File: config.mk
export PLATFORM = sky130hd
export DESIGN_NAME = button_debounce
export DESIGN_NICKNAME = d
export VERILOG_FILES = /design/src/rtl/button_debounce.sv
export SDC_FILE = /design/constraint.sdc
export NUM_CORES = 1
export LEC_CHECK = 0
export ABC_CLOCK_PERIOD_IN_PS = 1900
export CAP_MARGIN = 20
export CORE_AREA = 2 2 39 41
export DETAILED_ROUTE_END_ITERATION = 8
export DIE_AREA = 0 0 41 43
export PLACE_DENSITY_LB_ADDON = 0.3
export SETUP_SLACK_MARGIN = 0.3
export SLEW_MARGIN = 20
export SYNTH_ARGS = -nofsm -noshare
export SYNTH_HDL_FRONTEND = slang
export SYNTH_SLANG_ARGS = --single-unit
File: constraint.sdc
create_clock -name clk_1Hz -period 1.9 [get_ports clk_1Hz]
set_clock_uncertainty 0.15 [all_clocks]
set_input_delay 0.19 -clock clk_1Hz [delete_from_list [all_inputs] [get_ports clk_1Hz]]
set_output_delay 0.19 -clock clk_1Hz [all_outputs]
set_load 0.05 [all_outputs]
File: src/rtl/button_debounce.sv
// Button debouncer: two-flop synchronizer, stability counter,
// registered debounced level and single-cycle press/release strobes.
//
// Ports:
//   clk_1Hz        system clock, rising-edge active
//   reset_n        asynchronous active-low reset
//   button_in      raw asynchronous button/sensor level (active-high)
//   button_out     debounced level, registered
//   button_press   one-cycle strobe on button_out 0->1
//   button_release one-cycle strobe on button_out 1->0
`timescale 1ns/1ps

module button_debounce #(
    parameter int   STABLE_CYCLES = 2,
    parameter logic RESET_LEVEL   = 1'b0
) (
    input  logic clk_1Hz,
    input  logic reset_n,
    input  logic button_in,
    output logic button_out,
    output logic button_press,
    output logic button_release
);

    // Counter just wide enough to hold STABLE_CYCLES; at least one bit.
    localparam int CW =
        (STABLE_CYCLES < 2) ? 1 : $clog2(STABLE_CYCLES + 1);

    localparam logic [CW-1:0] LAST = CW'(STABLE_CYCLES - 1);

    logic          sync_ff1;
    logic          sync_ff2;
    logic [CW-1:0] counter;
    logic          differs;
    logic          done;

    // Synchronized sample disagrees with the current debounced level.
    assign differs = sync_ff2 ^ button_out;

    // This edge completes the stability window and flips the output.
    assign done = differs && (counter == LAST);

    always_ff @(posedge clk_1Hz or negedge reset_n) begin
        if (!reset_n) begin
            sync_ff1 <= RESET_LEVEL;
            sync_ff2 <= RESET_LEVEL;
        end else begin
            sync_ff1 <= button_in;
            sync_ff2 <= sync_ff1;
        end
    end

    always_ff @(posedge clk_1Hz or negedge reset_n) begin
        if (!reset_n) begin
            button_out     <= RESET_LEVEL;
            counter        <= '0;
            button_press   <= 1'b0;
            button_release <= 1'b0;
        end else begin
            // Strobes derive from the same decision that moves
            // button_out, so they align with its change and are
            // mutually exclusive.
            button_press   <= done &  sync_ff2;
            button_release <= done & ~sync_ff2;

            if (!differs) begin
                // Agreement discards any partial count, so short
                // glitches never accumulate.
                counter <= '0;
            end else if (done) begin
                button_out <= sync_ff2;
                counter    <= '0;
            end else begin
                counter <= counter + CW'(1);
            end
        end
    end

endmodule

# After elaboration in Yosys (flattened, before gate mapping)
# Index checks and enable logic that the tools add are counted.
# op_classes
add_sub_neg	1
eq_ne	1
muxes	2
bitwise	4
reduce_logical	2
# ops
op	n
$mux W2	2
$add A2 B1 Y2 const B	1
$and A1 B1 Y1	2
$eq A2 B1 Y1 const B	1
$reduce_and A2 Y1	1
$logic_and A1 B1 Y1	1
$not A1 Y1	1
$xor A1 B1 Y1	1
# totals
reg_bits	7
input_bits	3
output_inout_bits	3

# Longest topological paths before layout
# Gate-level depths: netlist (run 1).
# logic_depth
depth_word	4
depth_mapped	2
depth_no_buf	2

# Worst setup path after synthesis (run 1)
# Ideal clock, no wire load.
# synth_path
kind	register to register
startpoint	reg button_out
endpoint	reg counter[1]
setup_time_ns	0.088
arrival_time_ns	0.965
path_slack_ns	0.697
stages_incl_launch_ff	3
path_buffers	0
cell_sequence	dfrtp_1 > xnor2_1 > nor3b_1
# synth_via
elab_chain_cells	4
# synth_rtl
element	line	source
start, declared	20	output logic button_out,
start signal, assigned	71	button_out <= sync_ff2;
$xor A1 B1 Y1 (*)	38	assign differs = sync_ff2 ^ button_out;
$logic_and A1 B1 Y1	41	assign done = differs && (counter == LAST);
$mux W2	70	end else if (done) begin
$mux W2 (*)	66	if (!differs) begin
end signal, assigned	74	counter <= counter + CW'(1);
end, declared	33	logic [CW-1:0] counter;
# Mark *: on every way between the ends. The rest lies on a longest branch, timed or not.
# A chain may end at the register's enable or synchronous reset.

# Worst setup path in the final report (run 1)
# layout_path
startpoint	reg button_out
endpoint	out button_out
# No word-level cell between the ends.

==> results.md, run 1 <==
- Outcome: completed
- Sw Ratio: 0.364
- Top post-synthesis cells by count: dfrtp_1, nor3b_1
- CP Class: register to output port
- Pwr dens: ~1500 mW/mm²
- Post-Syn Nets: 17
- Leakage: ~0.15 nW
- Clock slew at reported path FFs: around 0.050 ns
- Fraction of layout cells with a size suffix above 1: 0.217
- Max VDD drop: approximately 0.00030 V
- Clock power share: 0.254
- TNS Setup: 0 ns
- Comb pwr share: 0.335
- Die height: approximately 43 µm
- Via count: 138
- Clock buffer depth: 2
- Synth-to-layout area growth: 38.7%
- Worst-Margin Slew: ~0.49 ns
- Hold Crit Class: input pin to asynchronous set/reset pin
- Clock Latency Late Sink: 0.24 ns
- Int Pwr: between 0.0003 and 0.0004 W
- Synth warn: 0
- Vias/cell: 3.54
- First-pass detailed-route iteration total: 1
- Final net count: 27
- Worst setup EP type: output port
- IO Pins: 6
- Arrival time worst endpoint: about 1.2 ns
- WL/cell: a little under 9 µm
- Unique masters post-synth: 6
- First-pass GRT wire length: ~500 µm
- Crit path max-delay family: buffers and inverters
- CP Max Fanout: 5
- Core area: 0.00138 mm²
- Vias in the first global route: about 140
- Row count: 14
- Slew Limit Fails: 0
- Startpoint types: register
- DR WL met3: 38 µm
- Seq/Total Area, Yosys: 0.733
- CP bufs+invs: 1
- Die W: a little over 40 µm
- Most frequent cell after synthesis: dfrtp_1
- I/O Buffers: 5
- Grt total ovfl: 0
- Hold_ws: a little over 0.05 ns
- Final ANT Viol Nets: 0
- Hold buffers post-CTS: 0
- Post-synthesis register bit count: 7
- Max cap viols: 0
- FFs w/ async S/R, synth: 1.00
- Switch Pwr: approximately 0.00019 W
- Max incr delay on CP: between 0.5 and 0.6 ns
- Synth top area share: 0.733
- R2R setup slack: 0.82 ns
- Relative slew slack: 0.675
- RSZ-0062 raised after global routing: no
- Top cells by area, synth: dfrtp_1, nor3b_1, mux2_4
- Post-Route M1 WL: around 130 µm
- Cells along the critical path: dlygate4sd2_1
- CTS root buf: clkbuf_4
- PnR Total Power: around 0.00051 W
- Full die area: approximately 0.0018 mm²
- Fmax: 651 MHz
- Syn Inst Count: 14
- Post-Layout Cell Count: 39
- Sequential share of power: 0.410
- Mapped Avg Cell Area: 17.1 µm²
- Post-route DRC: 0
- CP Depth: 1
- Hold Vio Cnt, Final: 0
- Initial drt markers: 0
- Final Cycle Share: 0.808
- Most used flip-flop cell after synthesis: dfrtp_1
- Antenna violations before repair: 0
- Mapped cell area: around 240 µm²
- Fin util: 0.240
- # setup viols final: 0
- Required @ worst endpoint: 1.56 ns
- Initial core utilization: 0.173
- CTS Buf Count: 3
- Gp weighted congestion: 0.530
- Dpl cells: 35
- Pin count of the biggest net entering global routing: 8
- Max layer used: met4
- CTS tree: done
- Path depth of the worst reg2reg path: 2
- GRT Total Usage: 0.0497
- Minimum clock period: 1.53 ns
- H-tree depth: 1
- Number of flops mapped to enable cells by yosys: 0
- Clk sinks: 7
- Routed wire length: 337 µm
- Biggest area consumer among synthesized cells: dfrtp_1
- CP max-delay cell: dlygate4sd2_1
- Metal2 WL: 159 µm
- Ant. Diodes: 0
[registers in the layout, indices dropped and copies added, names as in the netlist]
name and flops:
counter 2, button_out 1, button_press 1, button_release 1, sync_ff1 1, sync_ff2 1
[through the flow]
step	setup slack, ns	instance area (µm²)
after global routing	0.333	332
after detailed placement	0.344	309
after global placement	0.361	309
final	0.365	332
after floorplan	0.697	239
after CTS	0.356	332
[placed cells by master (no fill, tap or decap), drive strengths merged]
| master | synthesis | layout |
|---|---|---|
| xnor2 | 1 | 1 |
| nand2b | 1 | 1 |
| clkdlybuf4s50 | 0 | 2 |
| dfrtp | 7 | 7 |
| nor3b | 3 | 3 |
| clkbuf | 0 | 4 |
| dlygate4sd2 | 0 | 3 |
| mux2 | 1 | 1 |
| nor2 | 1 | 1 |
[per-layer routing]
metal | vias up | global-route usage
met4 | 0 | 0.0600
met3 | 2 | 0.0471
met1 | 67 | 0.0399
met5 | - | 0
met2 | 6 | 0.0594
li1 | 63 | -
[timing repair]
item / 4_1_cts / 5_1_grt
endpoints found under the setup margin: 3 / 0
gates resized for setup: 3 / 0
setup buffers: 0 / 0
[power groups by stage]
stage / logic [W] / clock network (W) / registers (W)
after floorplan: 0.0000614 / 0 / 0.000282
after global placement: 0.000186 / 0 / 0.000211
after detailed placement: 0.000187 / 0 / 0.000214
after CTS: 0.000174 / 0.000137 / 0.000210
after global routing: 0.000182 / 0.000143 / 0.000214
final: 0.000172 / 0.000131 / 0.000211
[kinds of logic (layout without fill, tap and decap cells)]
family | Yosys count | after routing | synth area share
XOR/XNOR | 1 | 1 | 0.0367
buffers and inverters | 0 | 9 | 0
flip-flops | 7 | 7 | 0.733
multiplexers | 1 | 1 | 0.0628
AND/OR/NAND/NOR | 5 | 5 | 0.168
[layout make-up]
type,count,area [µm²]
Clock buffer,4,26.3
Multi-Input combinational cell,7,63.8
Timing Repair Buffer,5,46.3
Sequential cell,7,175
Tap cell,16,20.0
Fill cell,146,1050
[worst paths after layout]
| check | startpoint | to |
|---|---|---|
| min in group clk_1Hz | sync_ff1$_DFF_PN0_ | sync_ff2$_DFF_PN0_ |
| max reg2reg | counter[1]$_DFF_PN0_ | button_out$_DFFE_PN0P_ |
| max | button_out$_DFFE_PN0P_ | button_out |
| min reg2reg | sync_ff1$_DFF_PN0_ | sync_ff2$_DFF_PN0_ |
| max in group asynchronous | reset_n | button_out$_DFFE_PN0P_ |
| min | reset_n | sync_ff2$_DFF_PN0_ |
Note: power is estimated with default switching activity, not from simulation.
==> inputs of run 2 (changes only) <==
ABC_CLOCK_PERIOD_IN_PS = 1520   (was 1900)
clock period = 1.52 ns   (was 1.9 ns; I/O delays follow)
==> results.md, run 2 (same netlist as run 1, synthesis figures left out) <==
- Outcome: finished with violations (was completed)
- Failing checks: negative hold slack
- Comb pwr share: 0.377 (was 0.335)
- Minimum clock period: around 1.2 ns
- Row count: 14 (unchanged)
- Routed wire length: 332 µm (was 337 µm)
- Clock slew at reported path FFs: 0.05 ns (about the same)
- Via count: 141 (was 138)
- I/O Buffers: 5 (unchanged)
- First-pass GRT wire length: 641 µm (was 496 µm)
- Arrival time worst endpoint: 0.86 ns (was 1.19 ns)
- Hold Crit Class: input pin to asynchronous set/reset pin (unchanged)
- CP Max Fanout: 5 (unchanged)
- Max cap viols: 0 (unchanged)
- Grt total ovfl: 0 (unchanged)
- Full die area: 0.00176 mm² (unchanged)
- Gp weighted congestion: 0.567 (was 0.530)
- Required @ worst endpoint: 1.22 ns (was 1.56 ns)
- Ant. Diodes: 0 (unchanged)
- Core area: 0.00138 mm² (unchanged)
- Max incr delay on CP: 0.45 ns (was 0.55 ns)
- Startpoint types: register (unchanged)
- Hold buffers post-CTS: 0 (unchanged)
- Relative slew slack: 0.805 (was 0.675)
- Worst setup EP type: output port (unchanged)
- GRT Total Usage: 0.0648 (was 0.0497)
- Sw Ratio: 0.346 (was 0.364)
- CTS root buf: clkbuf_4 (unchanged)
- Worst-Margin Slew: 0.292 ns (was 0.489 ns)
- Synth-to-layout area growth: 48.2% (was 38.7%)
- H-tree depth: 1 (unchanged)
- Pwr dens: 2020 mW/mm² (was 1550 mW/mm²)
- CTS tree: done (unchanged)
- Int Pwr: 0.000468 W (was 0.000326 W)
- Max reg flops: 2 (unchanged)
- Clock power share: 0.231 (was 0.254)
- Antenna violations before repair: 0 (unchanged)
- TNS Setup: 0 ns (unchanged)
- CP Class: register to output port (unchanged)
- Final Cell Area: 354 µm² (was 332 µm²)
- First-pass detailed-route iteration total: 2 (was 1)
- Cells along the critical path: buf_12 (was dlygate4sd2_1)
- CP bufs+invs: 1 (unchanged)
- Most frequent cells in the layout: dfrtp_1, nor3b_1, clkbuf_4, clkdlybuf4s50_1, buf_12 (was dfrtp_1, nor3b_1, clkbuf_4, dlygate4sd2_1, clkdlybuf4s50_1)
- Hold Vio Cnt, Final: 1 (was 0)
- Post-route DRC: 0 (unchanged)
- Commonest non-fill, non-tap cell in the layout: dfrtp_1 (unchanged)
- Clock Latency Late Sink: 0.25 ns (was 0.24 ns)
- Final ANT Viol Nets: 0 (unchanged)
- Clk sinks: 7 (unchanged)
- Max VDD drop: 0.000721 V (was 0.000301 V)
- Vias in the first global route: 169 (was 139)
- Die W: 41 µm (unchanged)
- Fraction of layout cells with a size suffix above 1: 0.391 (was 0.217)
- CP max-delay cell: dfrtp_2 (was dlygate4sd2_1)
- RSZ-0062 raised after global routing: no (unchanged)
- Fmax: 863 MHz
- Leakage: 0.154 nW (was 0.152 nW)
- Slew Limit Fails: 0 (unchanged)
- Pin count of the biggest net entering global routing: 8 (unchanged)
- Hold_ws: -0.000154 ns (was 0.0515 ns)
- Final Cycle Share: 0.762
- WL/cell: 8.51 µm (was 8.64 µm)
- CTS Buf Count: 3 (unchanged)
- Biggest register: counter (unchanged)
- Switch Pwr: 0.000247 W (was 0.000187 W)
- Crit path max-delay family: flip-flops (was buffers and inverters)
- R2R setup slack: 0.45 ns (was 0.82 ns)
- Vias/cell: 3.62 (was 3.54)
- Initial core utilization: 0.173 (unchanged)
- # setup viols final: 0 (unchanged)
- Placed inst area: 327 µm² (was 309 µm²)
- Clock buffer depth: 2 (unchanged)
- Initial drt markers: 2 (was 0)
- IO Pins: 6 (unchanged)
- Final net count: 27 (unchanged)
- Sequential share of power: 0.392 (was 0.410)
- Die height: 43 µm (unchanged)
-- run 2: cell type report --
cell class,instances,area [µm²]
Timing Repair Buffer,5,67.6
Sequential cell,7,176
Clock buffer,4,26.3
Multi-Input combinational cell,7,63.8
Tap cell,16,20.0
Fill cell,140,1030
-- run 2: per-stage QoR --
step            util  std cells  power [W]  setup WS [ns]
3_3_place_gp   0.236         35   0.000545          0.472
2_1_floorplan      -         14   0.000429          0.317
6_report       0.256         39   0.000715          0.361
5_1_grt        0.256         39   0.000762          0.326
3_5_place_dp   0.236         35   0.000550          0.443
4_1_cts        0.255         39   0.000720          0.332
-- run 2: power by group through the flow --
stage / combinational [W] / sequential [W] / clock (W)
5_1_grt: 0.000285 / 0.000286 / 0.000191
4_1_cts: 0.000271 / 0.000277 / 0.000172
3_3_place_gp: 0.000268 / 0.000278 / 0
3_5_place_dp: 0.000271 / 0.000280 / 0
2_1_floorplan: 0.0000767 / 0.000352 / 0
6_report: 0.000270 / 0.000280 / 0.000165
-- run 2: repair_timing --
item	4_1_cts	5_1_grt
resized for setup	0	1
setup buffers	0	0
setup endpoints to repair	0	1
-- run 2: path summary, 6_finish.rpt --
kind                                        startpoint                  endpoint  cells past startpoint
worst max-delay path            button_out$_DFFE_PN0P_                button_out                      1
min in group clk_1Hz                         button_in        sync_ff1$_DFF_PN0_                      1
worst min register to register      sync_ff1$_DFF_PN0_        sync_ff2$_DFF_PN0_                      0
max in group asynchronous                      reset_n    button_out$_DFFE_PN0P_                      1
worst max register to register    counter[1]$_DFF_PN0_    button_out$_DFFE_PN0P_                      2
worst min-delay path                           reset_n  button_release$_DFF_PN0_                      1
-- run 2: layer usage --
metal	GRT usage	routed length, µm	vias up
met5	0	0	-
met3	0.0942	65	0
met1	0.0495	112	69
met2	0.0781	155	9
met4	0.0400	0	0
li1	-	-	63
==> inputs of run 3 (changes only) <==
ABC_CLOCK_PERIOD_IN_PS = 1200   (was 1520)
clock period = 1.2 ns   (was 1.52 ns; I/O delays follow)
==> results.md, run 3 (same netlist as run 1, synthesis figures left out) <==
- Outcome: finished with violations (unchanged)
- Failing checks: negative hold slack (unchanged)
- First-pass GRT wire length: 696 µm (was 641 µm)
- Gp weighted congestion: 0.576 (was 0.567)
- TNS Setup: 0 ns (unchanged)
- Fraction of layout cells with a size suffix above 1: 0.654 (was 0.391)
- Crit path from: button_out$_DFFE_PN0P_ (unchanged)
- Core area: 0.00138 mm² (unchanged)
- Initial drt markers: 2 (unchanged)
- Worst setup EP type: output port (unchanged)
- Max reg flops: 2 (unchanged)
- Die W: 41 µm (unchanged)
- Arrival time worst endpoint: 0.85 ns (was 0.86 ns)
- Cells along the critical path: buf_12 (unchanged)
- Final Cycle Share: 0.934
- R2R setup slack: 0.09 ns (was 0.45 ns)
- Synth-to-layout area growth: 75.9% (was 48.2%)
- CP Max Fanout: 3 (was 5)
- Max incr delay on CP: 0.44 ns (was 0.45 ns)
- Ant. Diodes: 0 (unchanged)
- CP Depth: 1 (unchanged)
- Hold Crit Class: input pin to asynchronous set/reset pin (unchanged)
- GRT Total Usage: 0.0711 (was 0.0648)
- Worst-Margin Slew: 0.315 ns (was 0.292 ns)
- FILL cells: 139 (was 140)
- Post-route DRC: 0 (unchanged)
- Critical R2R Capture: button_out$_DFFE_PN0P_ (unchanged)
- Placement Setup Slack: 0.128 ns (was 0.443 ns)
- Pwr dens: 2510 mW/mm² (was 2020 mW/mm²)
- Via count: 155 (was 141)
- Int Pwr: 0.000704 W (was 0.000468 W)
- Leakage: 0.183 nW (was 0.154 nW)
- CP Class: register to output port (unchanged)
- Clock power share: 0.194 (was 0.231)
- Grt total ovfl: 0 (unchanged)
- Row count: 14 (unchanged)
- Full die area: 0.00176 mm² (unchanged)
- Multi-input logic area: 86.3 µm² (was 63.8 µm²)
- Vias in the first global route: 187 (was 169)
- Crit Reg-Reg Startpoint: button_out$_DFFE_PN0P_ (was counter[1]$_DFF_PN0_)
- PnR Total Power: 0.00106 W (was 0.000715 W)
- First-pass detailed-route iteration total: 2 (unchanged)
- Minimum clock period: about 1.1 ns
- Antenna violations before repair: 0 (unchanged)
- Pin count of the biggest net entering global routing: 8 (unchanged)
- Comb pwr share: 0.461 (was 0.377)
- RSZ-0062 raised after global routing: yes (was no)
- CP bufs+invs: 1 (unchanged)
- Most frequent cells in the layout: dfrtp_1, nor3b_2, clkbuf_4, buf_12 (was dfrtp_1, nor3b_1, clkbuf_4, clkdlybuf4s50_1, buf_12)
- Final net count: 30 (was 27)
- Clock buffer depth: 2 (unchanged)
- Sequential share of power: 0.345 (was 0.392)
- Initial core utilization: 0.173 (unchanged)
- Reg area: 178 µm² (was 176 µm²)
- PnR worst setup slack: 0.0786 ns (was 0.361 ns)
- I/O Buffers: 5 (unchanged)
- IO Pins: 6 (unchanged)
- CTS Buf Count: 3 (unchanged)
- Required @ worst endpoint: 0.93 ns (was 1.22 ns)
- CTS root buf: clkbuf_4 (unchanged)
- Vias/cell: 3.69 (was 3.62)
- Sw Ratio: 0.334 (was 0.346)
- Biggest register: counter (unchanged)
- H-tree depth: 1 (unchanged)
- Die height: 43 µm (unchanged)
- Path depth of the worst reg2reg path: 2 (unchanged)
- Startpoint types: register (unchanged)
- Final ANT Viol Nets: 0 (unchanged)
- Switch Pwr: 0.000353 W (was 0.000247 W)
- Relative slew slack: 0.789 (was 0.805)
- Fmax: ~890 MHz
- WL/cell: 9.07 µm (was 8.51 µm)
- Clock Latency Late Sink: 0.25 ns (about the same)
- Slew Limit Fails: 0 (unchanged)
- Max cap viols: 0 (unchanged)
- Routed wire length: 381 µm (was 332 µm)
- Crit path max-delay family: flip-flops (unchanged)
- CP max-delay cell: dfrtp_2 (unchanged)
- Clock slew at reported path FFs: 0.05 ns (about the same)
- Commonest non-fill, non-tap cell in the layout: dfrtp_1 (unchanged)
- # setup viols final: 0 (unchanged)
- CTS tree: done (unchanged)
- Clk sinks: 7 (unchanged)
- Hold Vio Cnt, Final: 7 (was 1)
- Max VDD drop: 0.000766 V (was 0.000721 V)
- Worst setup endpoint: button_out (unchanged)
- Hold_ws: -0.0189 ns (was -0.000154 ns)
[run 3: cell count changes in the layout (fill, tap and decap cells not counted), sizes merged]
cell and change:
buf +3
[run 3: per-layer routing]
| metal | track usage | vias to the layer above | part of all wire | routed length (µm) |
|---|---|---|---|---|
| met5 | 0 | - | 0 | 0 |
| met4 | 0.0400 | 0 | 0 | 0 |
| met3 | 0.0942 | 0 | 0.14 | 53 |
| met2 | 0.0844 | 9 | 0.49 | 186 |
| met1 | 0.0635 | 77 | 0.37 | 141 |
| li1 | - | 69 | - | - |
[run 3: final cells by class]
cell class,count,area share
multi-input combinational,7,0.205
sequential,7,0.423
tap,16,0.0476
timing repair buffer,8,0.262
clock buffer,4,0.0625
[run 3: worst min-delay path by stage]
| stage | startpoint | to | slack, ns | cells after the start |
|---|---|---|---|---|
| detailed placement | sync_ff1$_DFF_PN0_ | sync_ff2$_DFF_PN0_ | 0.20 | 0 |
| global route | reset_n | button_press$_DFF_PN0_ | -0.02 | 1 |
| global placement | sync_ff1$_DFF_PN0_ | sync_ff2$_DFF_PN0_ | 0.18 | 0 |
| CTS | reset_n | button_release$_DFF_PN0_ | -0.02 | 1 |
| finish | reset_n | button_press$_DFF_PN0_ | -0.02 | 1 |
| floorplan | reset_n | button_out$_DFFE_PN0P_ | -0.33 | 0 |
[run 3: through the flow]
stage / util / area (µm²) / instances
after floorplan: - / 245 / 14
after global placement: 0.250 / 345 / 35
after detailed placement: 0.250 / 345 / 35
after CTS: 0.300 / 415 / 42
after global routing: 0.304 / 420 / 42
final: 0.304 / 420 / 42
[run 3: repair_timing]
| item | in CTS | in global routing |
|---|---|---|
| resized for setup | 4 | 2 |
| pin swaps | 4 | 2 |
| hold endpoints to repair | 7 | 7 |
| setup endpoints to repair | 8 | 8 |
| buffers inserted | 3 | 0 |
[run 3: power groups by stage]
stage               clock network [W]  logic, W  registers (W)
floorplan                           0  0.000103       0.000450
global placement                    0  0.000365       0.000359
detailed placement                  0  0.000369       0.000364
CTS                          0.000216  0.000479       0.000363
global route                 0.000240  0.000515       0.000375
finish                       0.000205  0.000488       0.000364
